**src/rtl/doodle_pkg.sv**
```systemverilog
// Shared constants and types for the platform store and its scheduler.
// Optional build macro used by the scheduler: PLATFORM_RANDOM_X_EN.
package doodle_pkg;

    localparam int SCREEN_WIDTH  = 400;
    localparam int SCREEN_HEIGHT = 700;
    localparam int BLOCK_WIDTH   = 40;
    localparam int BLOCK_HEIGHT  = 5;
    localparam int SPAWN_GAP     = 35;
    localparam logic [15:0] LFSR_SEED = 16'hACE1;

    // Platforms per horizontal row and rows per screen.
    localparam int COLS         = SCREEN_WIDTH / BLOCK_WIDTH;
    localparam int ROWS         = SCREEN_HEIGHT / BLOCK_HEIGHT;
    localparam int COUNT_BLOCKS = COLS * ROWS;
    localparam int IDX_W        = $clog2(COUNT_BLOCKS);
    localparam int COL_W        = $clog2(COLS);

    typedef logic [31:0] coord_t;

    typedef enum logic [2:0] {
        ST_IDLE,
        ST_FETCH,
        ST_EVAL,
        ST_WRITE,
        ST_DONE
    } state_t;

    // Unsigned add clamped at the top of the coordinate range.
    function automatic coord_t sat_add(input coord_t a, input coord_t b);
        logic [32:0] sum;
        sum = {1'b0, a} + {1'b0, b};
        return sum[32] ? '1 : sum[31:0];
    endfunction

endpackage

```
**src/rtl/platform_lfsr.sv**
```systemverilog
// 16-bit Fibonacci LFSR (taps 16,14,13,11) used for random platform X placement.
// A nonzero seed keeps it out of the all-zero lock-up state.
module platform_lfsr #(
    parameter logic [15:0] SEED = 16'hACE1
) (
    input  logic        clk,
    input  logic        reset,
    input  logic        en,
    output logic [15:0] value
);

    // Shift left, feeding back the XOR of the tap bits.
    always_ff @(posedge clk or negedge reset) begin
        if (!reset) begin
            value <= SEED;
        end else if (en) begin
            value <= {value[14:0], value[15] ^ value[13] ^ value[12] ^ value[10]};
        end
    end

endmodule

```
**src/rtl/platform_respawn_scheduler.sv**
```systemverilog
// Scans every block slot once per view scroll, retiring active platforms that
// fell below the view floor and respawning them above the view top.
// Build option: define PLATFORM_RANDOM_X_EN for LFSR-driven X placement;
// the default build sweeps X deterministically across the columns.
module platform_respawn_scheduler
    import doodle_pkg::*;
(
    input  logic             clk,
    input  logic             reset,
    input  logic             new_view,
    input  coord_t           min_y,
    output logic [IDX_W-1:0] rd_idx,
    input  coord_t           rd_y,
    input  logic             rd_active,
    output logic             wr_valid,
    input  logic             wr_ready,
    output logic [IDX_W-1:0] wr_idx,
    output coord_t           wr_x,
    output coord_t           wr_y,
    output logic             wr_active,
    output logic             busy,
    output logic             done
);

    localparam logic [IDX_W-1:0] LAST_IDX = IDX_W'(COUNT_BLOCKS - 1);
    localparam logic [COL_W-1:0] LAST_COL = COL_W'(COLS - 1);

    state_t           state;
    state_t           state_next;
    logic [IDX_W-1:0] idx;
    coord_t           floor_y;
    coord_t           top_y;
    coord_t           pend_floor;
    coord_t           pend_top;
    logic             pending;
    coord_t           cursor;
    // Respawn count kept modulo the column count: only its residue is ever used.
    logic [COL_W-1:0] respawn_ctr;
    logic             hit;
    logic             last_slot;
    coord_t           spawn_y;
    logic [COL_W-1:0] x_col;

`ifdef PLATFORM_RANDOM_X_EN
    logic [15:0] lfsr;

    platform_lfsr #(.SEED(LFSR_SEED)) u_lfsr (
        .clk   (clk),
        .reset (reset),
        .en    (1'b1),
        .value (lfsr)
    );

    assign x_col = COL_W'(lfsr % 16'(COLS));
`else
    assign x_col = respawn_ctr;
`endif

    assign rd_idx = idx;

    // Slot evaluation: respawn active platforms strictly below the floor.
    always_comb begin
        hit       = rd_active && (rd_y < floor_y);
        last_slot = (idx == LAST_IDX);
        spawn_y   = (cursor > top_y) ? cursor : top_y;
    end

    // State register.
    always_ff @(posedge clk or negedge reset) begin
        // NOTE: sequential state always uses non-blocking assignments so every
        // flop samples pre-edge values regardless of block ordering.
        if (!reset) begin
            state <= ST_IDLE;
        end else begin
            state <= state_next;
        end
    end

    // Next-state logic.
    always_comb begin
        // NOTE: default first so every path assigns state_next and no latch is inferred.
        state_next = state;
        unique case (state)
            ST_IDLE:  if (new_view) state_next = ST_FETCH;
            ST_FETCH: state_next = ST_EVAL;
            ST_EVAL: begin
                if (hit)            state_next = ST_WRITE;
                else if (last_slot) state_next = ST_DONE;
                else                state_next = ST_FETCH;
            end
            ST_WRITE: begin
                if (wr_ready) state_next = last_slot ? ST_DONE : ST_FETCH;
            end
            ST_DONE:  state_next = (new_view || pending) ? ST_FETCH : ST_IDLE;
            default:  state_next = ST_IDLE;
        endcase
    end

    // Outputs decoded from the current state.
    always_comb begin
        busy     = (state == ST_FETCH) || (state == ST_EVAL) || (state == ST_WRITE);
        done     = (state == ST_DONE);
        wr_valid = (state == ST_WRITE);
    end

    // Scan datapath: slot index, view bounds, spawn cursor and write payload.
    always_ff @(posedge clk or negedge reset) begin
        if (!reset) begin
            idx         <= '0;
            floor_y     <= '0;
            top_y       <= '0;
            pend_floor  <= '0;
            pend_top    <= '0;
            pending     <= 1'b0;
            cursor      <= coord_t'(SCREEN_HEIGHT);
            respawn_ctr <= '0;
            wr_idx      <= '0;
            wr_x        <= '0;
            wr_y        <= '0;
            wr_active   <= 1'b0;
        end else begin
            unique case (state)
                ST_IDLE: begin
                    if (new_view) begin
                        floor_y <= min_y;
                        top_y   <= sat_add(min_y, coord_t'(SCREEN_HEIGHT));
                        idx     <= '0;
                    end
                end
                ST_EVAL: begin
                    if (hit) begin
                        wr_idx    <= idx;
                        wr_x      <= coord_t'(x_col) * coord_t'(BLOCK_WIDTH);
                        wr_y      <= spawn_y;
                        wr_active <= 1'b1;
                        cursor    <= sat_add(spawn_y, coord_t'(SPAWN_GAP));
                    end else if (!last_slot) begin
                        idx <= idx + 1'b1;
                    end
                end
                ST_WRITE: begin
                    if (wr_ready) begin
                        respawn_ctr <= (respawn_ctr == LAST_COL) ? '0 : respawn_ctr + 1'b1;
                        if (!last_slot) idx <= idx + 1'b1;
                    end
                end
                ST_DONE: begin
                    // A pulse arriving exactly now is newer than anything pending.
                    if (new_view) begin
                        floor_y <= min_y;
                        top_y   <= sat_add(min_y, coord_t'(SCREEN_HEIGHT));
                        idx     <= '0;
                        pending <= 1'b0;
                    end else if (pending) begin
                        floor_y <= pend_floor;
                        top_y   <= pend_top;
                        idx     <= '0;
                        pending <= 1'b0;
                    end
                end
                default: ;
            endcase

            // A scroll during a scan is parked; the latest one wins.
            if (new_view && busy) begin
                pend_floor <= min_y;
                pend_top   <= sat_add(min_y, coord_t'(SCREEN_HEIGHT));
                pending    <= 1'b1;
            end
        end
    end

endmodule
```
**config.mk**
```make
export PLATFORM = sky130hd
export DESIGN_NAME = platform_respawn_scheduler
export DESIGN_NICKNAME = d
export VERILOG_FILES = /design/src/rtl/doodle_pkg.sv /design/src/rtl/platform_lfsr.sv /design/src/rtl/platform_respawn_scheduler.sv
export SDC_FILE = /design/constraint.sdc
export NUM_CORES = 1
export LEC_CHECK = 0
export ABC_AREA = 0
export CORE_ASPECT_RATIO = 1.1
export CORE_MARGIN = 8
export CORE_UTILIZATION = 50
export DETAILED_ROUTE_END_ITERATION = 16
export PLACE_DENSITY = 0.75
export SYNTH_ARGS = -nofsm -noshare
export SYNTH_HDL_FRONTEND = slang
export SYNTH_SLANG_ARGS = --single-unit
```
**constraint.sdc**
```tcl
create_clock -name clk -period 7.1 [get_ports clk]
set_clock_uncertainty 0.1 [all_clocks]
set_input_delay 1.065 -clock clk [delete_from_list [all_inputs] [get_ports clk]]
set_output_delay 1.065 -clock clk [all_outputs]
set_load 0.02 [all_outputs]
```
# Yosys cells after proc, flatten, opt, wreduce, memory -nomap -nowiden
# Cells that the tools add are included.
word_totals:
  register_bits: 230
  output_inout_bits: 90
  word_cells: 71
  in_bits: 69
op_classes:
  n_lt_le_gt_ge: 2
  mul: 1
  muxes: 27
  addsub: 4
  reduce_logical: 14
  eq_ne: 10
ops:
  columns: ["op", "count"]
  rows:
  - ["32-bit 2-to-1 mux", 9]
  - ["32-bit one-hot mux with 2 select lines", 2]
  - ["11-bit 2-to-1 mux", 6]
  - ["11-bit one-hot mux with 4 select lines", 1]
  - ["32-bit by 10-bit adder with 33-bit output (second input constant)", 1]
  - ["32-bit by 6-bit adder with 33-bit output (second input constant)", 1]
  - ["32-bit greater-than comparator", 1]
  - ["32-bit less-than comparator", 1]
  - ["3-bit one-hot mux with 5 select lines", 1]
  - ["3-bit 2-to-1 mux", 4]
  - ["11-bit by 1-bit adder with 11-bit output (second input constant)", 1]
  - ["11-bit == test (second input constant)", 1]
  - ["4-bit by 3-bit multiplier with 7-bit output (second input constant)", 1]
  - ["3-bit by 2-bit == test with 1-bit output (second input constant)", 2]
  - ["2-bit AND reduction", 3]
  - ["5-bit AND reduction", 1]
  - ["4-bit by 1-bit adder with 4-bit output (second input constant)", 1]
  - ["4-bit == test (second input constant)", 1]
  - ["4-bit 2-to-1 mux", 1]
  - ["2-bit inequality test (second input constant)", 2]
  - ["2-bit nonzero test", 2]
  - ["4-bit nonzero test", 1]
  - ["3-bit by 1-bit == test with 1-bit output (second input constant)", 1]
  - ["3-bit == test (second input constant)", 1]
  - ["other kinds (7)", 12]

# Longest topological paths before layout
# Gate-level depths: netlist of the first run.
depth:
  ltp_word: 5
  mapped_depth: 24
  mapped_depth_nobuf: 18

# Worst setup path after synthesis of the first run
# No wires, ideal clock.
synth_timing:
  path_kind: "register -> register"
  startpoint: "reg top_y[14]"
  endpoint: "reg cursor[21]"
  arrival_time_ns: 5.132
  setup_slack_ns: 1.773
  period_less_slack_ns: 5.327
  path_stages_with_launch: 23
  setup_ns: 0.096
  cell_sequence: "dfrtp_1 inv_1 ha_1 nand4_1 a2111o_1 a31oi_1 or2_1 clkbuf_1 clkbuf_1 clkbuf_1 a21oi_1 ha_1 and4b_1 o21ai_2 or3_1 or3_1 buf_2 or3_1 buf_2 mux2i_4 nor2_2 buf_6 a311oi_2"
synth_between:
  elab_chain_cells: 4
synth_lines:
  columns: ["item", "line", "source"]
  rows:
  - ["from (decl)", "platform_respawn_scheduler.sv:32", "coord_t top_y;"]
  - ["from (signal assigned)", "platform_respawn_scheduler.sv:126", "top_y <= sat_add(min_y, coord_t'(SCREEN_HEIGHT));"]
  - ["from (signal assigned)", "platform_respawn_scheduler.sv:151", "top_y <= sat_add(min_y, coord_t'(SCREEN_HEIGHT));"]
  - ["from (signal assigned)", "platform_respawn_scheduler.sv:156", "top_y <= pend_top;"]
  - ["32-bit greater-than comparator", "platform_respawn_scheduler.sv:65", "spawn_y = (cursor > top_y) ? cursor : top_y;"]
  - ["32-bit 2-to-1 mux *", "platform_respawn_scheduler.sv:65", null]
  - ["32-bit by 6-bit adder with 33-bit output *", "doodle_pkg.sv:32", "sum = {1'b0, a} + {1'b0, b};"]
  - ["32-bit 2-to-1 mux *", "doodle_pkg.sv:33", "return sum[32] ? '1 : sum[31:0];"]
  - ["to (signal assigned)", "platform_respawn_scheduler.sv:115", "cursor <= coord_t'(SCREEN_HEIGHT);"]
  - ["to (signal assigned)", "platform_respawn_scheduler.sv:136", "cursor <= sat_add(spawn_y, coord_t'(SPAWN_GAP));"]
  - ["to (decl)", "platform_respawn_scheduler.sv:36", "coord_t cursor;"]
# Mark *: on every way between the ends. The rest lies on a longest branch, timed or not.
# A chain may end at the register's enable or synchronous reset.

# Final worst setup path of the first run
layout_timing:
  startpoint: "reg cursor[13]"
  endpoint: "reg cursor[23]"
layout_between:
  elab_chain_cells: 4
layout_lines:
  columns: ["item", "line"]
  rows:
  - ["32-bit greater-than comparator", "platform_respawn_scheduler.sv:65"]
  - ["32-bit 2-to-1 mux *", "platform_respawn_scheduler.sv:65"]
  - ["32-bit by 6-bit adder with 33-bit output *", "doodle_pkg.sv:32"]
  - ["32-bit 2-to-1 mux *", "doodle_pkg.sv:33"]
# Marked as above.

==> results of run 1 <==
## through the flow
| step | instance area, µm² | hold slack [ns] | std cells | utilization, % | power (mW) |
|---|---|---|---|---|---|
| floorplan | 13600 | 0.347 | 1620 | - | 4.52 |
| global placement | 15100 | 0.347 | 2019 | 56.3 | 5.56 |
| detailed placement | 15100 | 0.356 | 2019 | 56.3 | 5.64 |
| CTS | 15900 | 0.370 | 2064 | 59.4 | 6.97 |
| global route | 15900 | 0.398 | 2064 | 59.4 | 7.52 |
| finish | 15900 | 0.368 | 2064 | 59.4 | 6.99 |
## power by group
group | switching [mW] | total (mW) | internal, mW | leakage, nW
combinational | 2.11 | 3.37 | 1.26 | 3.79
sequential | 0.443 | 2.32 | 1.88 | 2.77
clock | 0.520 | 1.30 | 0.779 | 0.398
## how the worst max path moves through the flow
stage,from,to,slack (ns),cells after the start
after floorplan,top_y[14],cursor[21],1.77,22
after global placement,cursor[12],cursor[15],1.60,19
after detailed placement,top_y[12],cursor[23],1.50,20
after CTS,top_y[12],cursor[23],1.45,20
after global routing,top_y[14],cursor[29],1.10,20
final,cursor[13],cursor[23],1.41,19
## state kept, by name, indices dropped and copies added (netlist names)
| name | flops |
|---|---|
| cursor | 32 |
| floor_y | 32 |
| pend_floor | 32 |
| pend_top | 32 |
| pending | 1 |
| rd_idx | 11 |
| respawn_ctr | 4 |
| state | 3 |
| top_y | 32 |
| wr_active | 1 |
| wr_idx | 11 |
| wr_x | 7 |
| wr_y | 32 |
## cells by family (layout without fill, tap and decap cells)
logic type / count (synthesis) / after routing / synth area share, %
AND/OR/NAND/NOR: 614 / 614 / 20.7
other: 1 / 25 / 0.0277
buffers and inverters: 194 / 281 / 6.15
XOR/XNOR: 29 / 29 / 1.88
AO/OA/AOI/OAI: 416 / 416 / 18.6
multiplexers: 41 / 41 / 3.41
adder cells (fa/ha/maj): 71 / 71 / 6.62
flip-flops: 230 / 230 / 42.6
## routing by layer
metal	GRT usage (%)	part of all wire (%)	routed length, µm	up-vias
met5	0	0.034	13	-
met2	37.6	46	17700	444
met1	31.1	43	16600	5750
li1	-	-	-	5801
met3	4.36	7.2	2760	95
met4	7.77	3.0	1150	2
## cells in the final DEF, fill, tap and decap left out, types with 49 or more instances in the layout
master           instances
a21oi_1                 98
nor2_1                 111
o21ai_0                 93
nor3_1                  49
o21ai_1                 59
ha_1                    70
inv_1                   82
nand2_1                279
dfrtp_1                224
clkdlybuf4s50_1        132
## critical path, stage by stage, from the launching register on
cell and delay [ns]:
dfrtp_1 0.46, ha_1 0.34, nand4_1 0.24, nor4_1 0.52, nand2b_1 0.18, a31oi_1 0.06
buf_4 0.19, or2_2 0.30, nor2_1 0.09, a21oi_1 0.06, ha_1 0.28, and4b_1 0.34
o21ai_2 0.11, or3_1 0.44, or3_1 0.55, or3_1 0.56, mux2i_4 0.21, buf_4 0.22
nor3_1 0.07, a211oi_1 0.27
## cell type report
cell class / instances / area, µm² / share of cell area (%)
Sequential cell: 230 / 5760 / 36.2
Clock inverter: 2 / 37.5 / 0.236
Tap cell: 357 / 447 / 2.81
Clock buffer: 43 / 783 / 4.92
Inverter: 82 / 308 / 1.93
Timing Repair Buffer: 154 / 1490 / 9.39
Multi-Input combinational cell: 1196 / 7080 / 44.5
==> run summary, run 1 <==
Share of the synthesized area in the top cell type: 41.4%
I/O pin count: 159
Synth cell count leaders: 281 x nand2_1, 224 x dfrtp_1, 114 x nor2_1
Core area: 26800 µm²
Die width: 173 µm
TritonCTS clock tree: built
Bufs on Longest Clock Path: 3
Async set or reset register ratio after synthesis: 100%
Max-cap violations: 0
Hold Crit Endpoint: wr_x[9]
Cell count after synthesis: 1596
Post-synth top area cell: dfrtp_1
Cells on worst reg2reg path: 19
Site Rows: 63
Initial antenna violation count: 1
Hold Vio Cnt, Final: 0
Hold Path Stages: 2
Resize count post-CTS: 0
Main synth FF type: dfrtp_1
Worst slew margin: 28.8%
Top cells by area, synth: dfrtp_1 41%, nand2_1 7.8%, ha_1 6.5%
Pre-CTS WS: 1.50 ns
# port buffers: 133
Critical Path Sink Type: flip-flop
Routability Congestion: 0.928
Layout net count: 1829
Grt total ovfl: 0
DRC: 0
Hold Path Origin: wr_x[9]
First-pass GRT wire length: 63300 µm
Setup crit start kind: flip-flop
Via count: 12100
All-Layer GR Usage: 23.3%
Seq/Total Area, Yosys: 42.6%
Initial Utilization: 50.5%
Setup total negative slack: 0 ns
Dpl hpwl: 26900 µm
Clock period minus final worst setup slack: 5.69 ns
Worst R2R End: cursor[23]
Post-Syn Area per Cell: 8.48 µm²
Skew-Pair Late Insertion Delay: 0.52 ns
Layout cells sized above 1: 6.80%
Status: finished, final reports clean
First-pass DRT Iterations: 6
Clock-pin slew on the worst setup and hold paths: 0.06 ns
Max Fanout on Critical Path: 9
DIE HEIGHT: 189 µm
Largest net degree at the start of global routing: 141
Fillers: 2469
Post-synthesis cell area: 13500 µm²
Drt first-iter violations: 996
EDFF count, synth: 0
Vias in the first global route: 12000
Pins Over Slew Limit: 0
RSZ-0062 raised after global routing: no
Clock root buffer: clkbuf_16
Num CTS Buffers: 25
Seq cells post-synth: 230
Warnings, synthesis: 0
Post-CTS setup buffer count: 0
ANT nets after route: 0
Leak: 6.96 nW
Die area: 32600 µm²
Fmax: 176 MHz
Yosys cell types: 76
WL/cell: 18.5 µm
Worst-Margin Slew: 1.07 ns
CTS H-tree depth: 1
Crit path required time: 7.42 ns
Hold buffer count at cts: 0
FF-to-FF setup slack: 1.41 ns
Endpoints failing setup: 0
Clock Sinks: 230
PnR worst setup slack: 1.41 ns
Number of diodes: 0
DRT Wirelength: 38200 µm
Count leader, synth: nand2_1
PwrDens: 439 nW/µm²
Synthesis-to-finish area growth: 17.5%
Worst IR drop on VDD: 435 µV
Crit path kind: reg -> reg
Hold WC Path Type: reg -> reg
Worst r2r src: cursor[13]
Critical path arrival: 6.01 ns
Crit share post-route: 80.1%
Via density: 5.86
(Power assumes the default switching activity.)
==> run 2, diff against run 1 <==
--- a/config.mk
+++ b/config.mk
@@ -10,7 +10,7 @@
 export CORE_MARGIN = 8
 export CORE_UTILIZATION = 50
 export DETAILED_ROUTE_END_ITERATION = 16
-export PLACE_DENSITY = 0.75
+export PLACE_DENSITY = 0.77
 export SYNTH_ARGS = -nofsm -noshare
 export SYNTH_HDL_FRONTEND = slang
 export SYNTH_SLANG_ARGS = --single-unit
==> constraint.sdc (replaced) <==
create_clock -name clk -period 5.1 [get_ports clk]
set_clock_uncertainty 0.1 [all_clocks]
set_input_delay 0.765 -clock clk [delete_from_list [all_inputs] [get_ports clk]]
set_output_delay 0.765 -clock clk [all_outputs]
set_load 0.02 [all_outputs]
==> run 2 against run 1 <==
Routed wire length is essentially flat. Power grew 41%. Critical endpoint is now cursor[29]. Largest cell class unchanged. Highest routed layer is now met4. Sequential share of layout area fell by 0.75 points. First-iteration DRC count rose by 12%. Largest power group unchanged. Global-route usage shrank 0.43 points. Flip-flop and latch count unchanged.
==> run summary, run 2 (synthesis results as in run 1) <==
Status: finished, final reports clean
Clock root buffer: clkbuf_16
Critical Path Sink Type: flip-flop
Hold Vio Cnt, Final: 0
Num CTS Buffers: 24
Fillers: 2367
Clock-pin slew on the worst setup and hold paths: 0.06 ns
Leak: 7.17 nW
Pins Over Slew Limit: 0
All-Layer GR Usage: 22.8%
DRT Wirelength: 38200 µm
Drt first-iter violations: 1119
Routability Congestion: 0.939
# port buffers: 133
Initial Utilization: 50.5%
Most common cell after layout, fill and taps aside: nand2_1
Worst slew margin: 31.8%
Crit path required time: 5.41 ns
Die width: 173 µm
Initial antenna violation count: 0
Skew-Pair Late Insertion Delay: 0.52 ns
First-pass DRT Iterations: 6
Critical path arrival: 5.25 ns
DIE HEIGHT: 189 µm
Via density: 5.89
First-pass GRT wire length: 62200 µm
Endpoints failing setup: 0
WL/cell: 18.2 µm
Max Fanout on Critical Path: 8
Clock period minus final worst setup slack: 4.94 ns
Cell count after placement: 2060
Grt total ovfl: 0
Clock Sinks: 230
Final instance count without filler cells: 2102
Synthesis-to-finish area growth: 20.0%
Setup total negative slack: 0 ns
Number of diodes: 0
Die area: 32600 µm²
Setup crit start kind: flip-flop
Max-cap violations: 0
Crit share post-route: 96.8%
Site Rows: 63
ANT nets after route: 0
Worst-Margin Slew: 1.02 ns
I/O pin count: 159
Layout net count: 1872
Hold WC Path Type: in -> async
DRC: 0
Largest net degree at the start of global routing: 129
Vias in the first global route: 11800
Core area: 26800 µm²
Dpl hpwl: 27200 µm
RSZ-0062 raised after global routing: yes
Most frequent cells in the layout: 279 x nand2_1, 224 x dfrtp_1, 132 x clkdlybuf4s50_1
CTS H-tree depth: 1
Worst IR drop on VDD: 336 µV
Layout cells sized above 1: 9.51%
PwrDens: 606 nW/µm²
Crit path kind: reg -> reg
Bufs on Longest Clock Path: 3
Via count: 12400
Fmax: 203 MHz
TritonCTS clock tree: built
run 2: cell types whose count changed in the layout (fill, tap and decap cells not counted), sizes merged:
cell / previous run / this run
clkinv: 0 / 4
bufinv: 1 / 0
clkinvlp: 1 / 0
buf: 22 / 66
clkbuf: 43 / 35
run 2: what timing repair did:
action                                  in CTS  in global routing
setup buffers                                0                  3
endpoints found under the setup margin       0                 28
gates resized for setup                      0                  5
hold buffers                                 0                  0
run 2: stage by stage:
stage	util (%)	setup WS [ns]	total power, mW	cell area (µm²)	hold slack, ns
floorplan	-	0.00214	6.33	13700	0.347
global placement	57.6	0.266	7.93	15400	0.348
detailed placement	57.6	0.0972	8.05	15400	0.354
CTS	60.5	0.0550	9.78	16200	0.291
global route	60.6	-0.0197	10.6	16200	0.324
finish	60.6	0.163	9.85	16200	0.213
run 2: worst paths after layout:
| check | to | cells past startpoint | from | slack [ns] |
|---|---|---|---|---|
| max | cursor[29] | 19 | top_y[20] | 0.16 |
| min | wr_x[7] | 1 | reset | 0.21 |
| max reg2reg | cursor[29] | 19 | top_y[20] | 0.16 |
| min reg2reg | wr_active | 1 | wr_active | 0.36 |
| max in group asynchronous | floor_y[12] | 2 | reset | 3.49 |
| min in group clk | wr_active | 1 | wr_active | 0.36 |
run 2: per-layer routing:
layer / wire length (µm) / track usage (%)
met1: 17300 / 32.3
met2: 17100 / 34.9
met3: 2570 / 3.38
met4: 1290 / 8.80
met5: 0 / 0
run 2: critical path, stage by stage, from the launching register on:
cell and delay [ns]:
dfrtp_1 0.42, inv_1 0.11, ha_1 0.29, nand4_1 0.19, nor3_1 0.26, a211oi_1 0.10, o22ai_1 0.37, buf_4 0.25
nor2_4 0.06, mux2i_1 0.14, ha_2 0.20, and4b_1 0.27, o21ai_2 0.07, or3_1 0.42, or3_1 0.41, or3_4 0.42
mux2i_4 0.21, buf_4 0.19, nor2_1 0.06, a311oi_2 0.29
run 2: cell type report:
cell class	instances	area, µm²	share of cell area (%)
Sequential cell	230	5760	35.5
Clock inverter	4	23.8	0.146
Tap cell	357	447	2.75
Multi-Input combinational cell	1196	7130	43.9
Inverter	82	308	1.89
Timing Repair Buffer	198	1850	11.4
Clock buffer	35	733	4.51
run 2: where the power goes:
part           internal [mW]  total, mW  switching [mW]
Sequential              2.62       3.20           0.578
Combinational           1.94       4.96            3.02
Clock                  0.987       1.69           0.707
Total                   5.55       9.85            4.30
==> run 3, diff against run 2 <==
--- a/config.mk
+++ b/config.mk
@@ -10,7 +10,8 @@
 export CORE_MARGIN = 8
 export CORE_UTILIZATION = 50
 export DETAILED_ROUTE_END_ITERATION = 16
-export PLACE_DENSITY = 0.77
+export PLACE_DENSITY = 0.75
 export SYNTH_ARGS = -nofsm -noshare
 export SYNTH_HDL_FRONTEND = slang
+export SYNTH_HIERARCHICAL = 1
 export SYNTH_SLANG_ARGS = --single-unit
==> constraint.sdc (replaced) <==
create_clock -name clk -period 6.03 [get_ports clk]
set_clock_uncertainty 0.1 [all_clocks]
set_input_delay 0.9045 -clock clk [delete_from_list [all_inputs] [get_ports clk]]
set_output_delay 0.9045 -clock clk [all_outputs]
set_load 0.02 [all_outputs]
==> run 3 against run 2 <==
First-iteration DRC count rose by 2.9%. Setup slack improved by 0.71 ns. Via count fell by 1.7%. Power fell by 16%. Sequential power fell by 14%. Hold slack improved by 0.090 ns. Sequential share of layout area rose by 0.59 points. Maximum frequency fell by 4.4%. Largest power group unchanged. Routed wire length rose by 1.7%.
==> run summary, run 3 <==
Layout cells sized above 1: 7.35%
Resize count post-CTS: 0
Fmax: 194 MHz
Met1 Usage GRT: 31.4%
Top cells by area, synth: dfrtp_1 41%, nand2_1 7.8%, ha_1 6.5%
Skew-Pair Late Insertion Delay: 0.53 ns
RSZ-0062 raised after global routing: no
CTS H-tree depth: 1
Endpoints failing setup: 0
Share of the synthesized area in the top cell type: 41.4%
Crit path kind: reg -> reg
CP max stage delay: 0.50 ns
DRC: 0
Dpl hpwl: 27700 µm
Hold Vio Cnt, Final: 0
Pins Over Slew Limit: 0
Worst path bufs/invs: 3
Clock-pin slew on the worst setup and hold paths: 0.06 ns
Leak: 7.01 nW
CP delay by family, top: simple AND/OR/NAND/NOR gates
Num CTS Buffers: 26
Yosys cell types: 76
Met3 usage: 4.62%
Seq cells post-synth: 230
Synthesis-to-finish area growth: 18.1%
Setup total negative slack: 0 ns
Clock period minus final worst setup slack: 5.16 ns
DRT Wirelength: 38900 µm
Initial Utilization: 50.5%
First-pass DRT Iterations: 6
TritonCTS clock tree: built
Most common cell after layout, fill and taps aside: nand2_1
Via density: 5.87
Warnings, synthesis: 6
Worst hold slack: 0.303 ns
First-pass GRT wire length: 63300 µm
Fillers: 2417
Synth cell count leaders: 281 x nand2_1, 224 x dfrtp_1, 114 x nor2_1
Vias in the first global route: 11900
Site Rows: 63
Cell count after synthesis: 1596
Hold WC Path Type: in -> async
Cell Chain, Critical Path: ha_1 -> nand4_1 -> nor4_1 -> buf_4 -> and2_1 -> o22ai_1 -> buf_4 -> nor2_4 -> mux2i_1 -> ha_1 -> and4b_1 -> o21ai_2 -> or3_1 -> or3_1 -> or3_1 -> mux2i_4 -> buf_4 -> nor2_1 -> a311oi_1
Number of diodes: 0
Grt total ovfl: 0
Die width: 173 µm
Hold buffer count at cts: 0
Worst slew margin: 25.7%
Initial antenna violation count: 0
Critical Path Sink Type: flip-flop
Post-CTS setup buffer count: 0
Crit path required time: 6.36 ns
# port buffers: 133
Status: finished, final reports clean
Post-synth top area cell: dfrtp_1
Multi-input gate area: 7080 µm²
GR Util met2: 38.0%
Drt first-iter violations: 1152
CP max-delay cell: or3_1
Setup crit start kind: flip-flop
Bufs on Longest Clock Path: 3
Die area: 32600 µm²
Clock Sinks: 230
ANT nets after route: 0
Main synth FF type: dfrtp_1
Register Area: 5760 µm²
DIE HEIGHT: 189 µm
Max-cap violations: 0
Seq/Total Area, Yosys: 42.6%
Critical path arrival: 5.50 ns
Via count: 12200
WL/cell: 18.8 µm
Layout net count: 1836
Worst IR drop on VDD: 385 µV
Crit share post-route: 85.6%
Post-synthesis cell area: 13500 µm²
Post-Syn Area per Cell: 8.48 µm²
Clock root buffer: clkbuf_16
Core area: 26800 µm²
Most frequent cells in the layout: 279 x nand2_1, 224 x dfrtp_1, 132 x clkdlybuf4s50_1
All-Layer GR Usage: 23.4%
Count leader, synth: nand2_1
Async set or reset register ratio after synthesis: 100%
I/O pin count: 159
PwrDens: 520 nW/µm²
Gr busiest metal: met2
Routability Congestion: 0.911
Largest net degree at the start of global routing: 119
Worst-Margin Slew: 1.11 ns
Max Fanout on Critical Path: 21
EDFF count, synth: 0
## run 3: worst reg2reg max path: cells and delay by family (launching register included)
family,cells,cell delay [ns]
mux,2,0.31
buf+inv,3,0.67
fa+ha+maj,2,0.55
flops,1,0.46
simple gates,9,2.54
compound gates,3,0.43
## run 3: layout make-up
cell class	instances	share of cell area [%]
multi-input combinational	1196	44.3
sequential	230	36.1
timing repair buffer	160	9.63
clock buffer	39	4.88
tap	357	2.79
inverter	82	1.93
clock inverter	7	0.415
## run 3: where the power goes
part | internal, mW | total (mW) | switching [mW]
Combinational | 1.51 | 3.99 | 2.48
Clock | 0.933 | 1.57 | 0.641
Sequential | 2.21 | 2.74 | 0.528
## run 3: metal layers
metal | vias up | wire, µm
met2 | 412 | 18100
met1 | 5872 | 17100
met3 | 62 | 2750
met5 | - | 0
met4 | 0 | 919
li1 | 5816 | -
## run 3: metrics by stage
stage | power (mW) | instance area (µm²) | worst slack (ns) | utilization [%] | cells
after detailed placement | 6.70 | 15100 | 0.974 | 56.5 | 2025
after floorplan | 5.33 | 13600 | 0.703 | - | 1620
after global routing | 8.94 | 16000 | 0.574 | 59.6 | 2071
after global placement | 6.62 | 15100 | 1.09 | 56.5 | 2025
final | 8.31 | 16000 | 0.868 | 59.6 | 2071
after CTS | 8.30 | 16000 | 0.938 | 59.6 | 2071
## run 3: worst paths after layout
path / from / end / slack, ns / cells past startpoint
max: cursor[13] / cursor[15] / 0.87 / 19
min: reset / wr_x[9] / 0.30 / 1
min reg2reg: wr_x[9] / wr_x[9] / 0.36 / 2
max in group asynchronous: reset / rd_idx[10] / 4.06 / 2
min in group clk: wr_x[9] / wr_x[9] / 0.36 / 2
max reg2reg: cursor[13] / cursor[15] / 0.87 / 19
## run 3: logic make-up (layout without fill, tap and decap cells)
logic type      Yosys count  in the layout  share of synthesized area [%]
buf+inv                 194            288                           6.15
fa+ha+maj                71             71                           6.62
mux                      41             41                           3.41
xor+xnor                 29             29                           1.88
flops                   230            230                           42.6
compound gates          416            416                           18.6
other cells               1             25                         0.0277
simple gates            614            614                           20.7
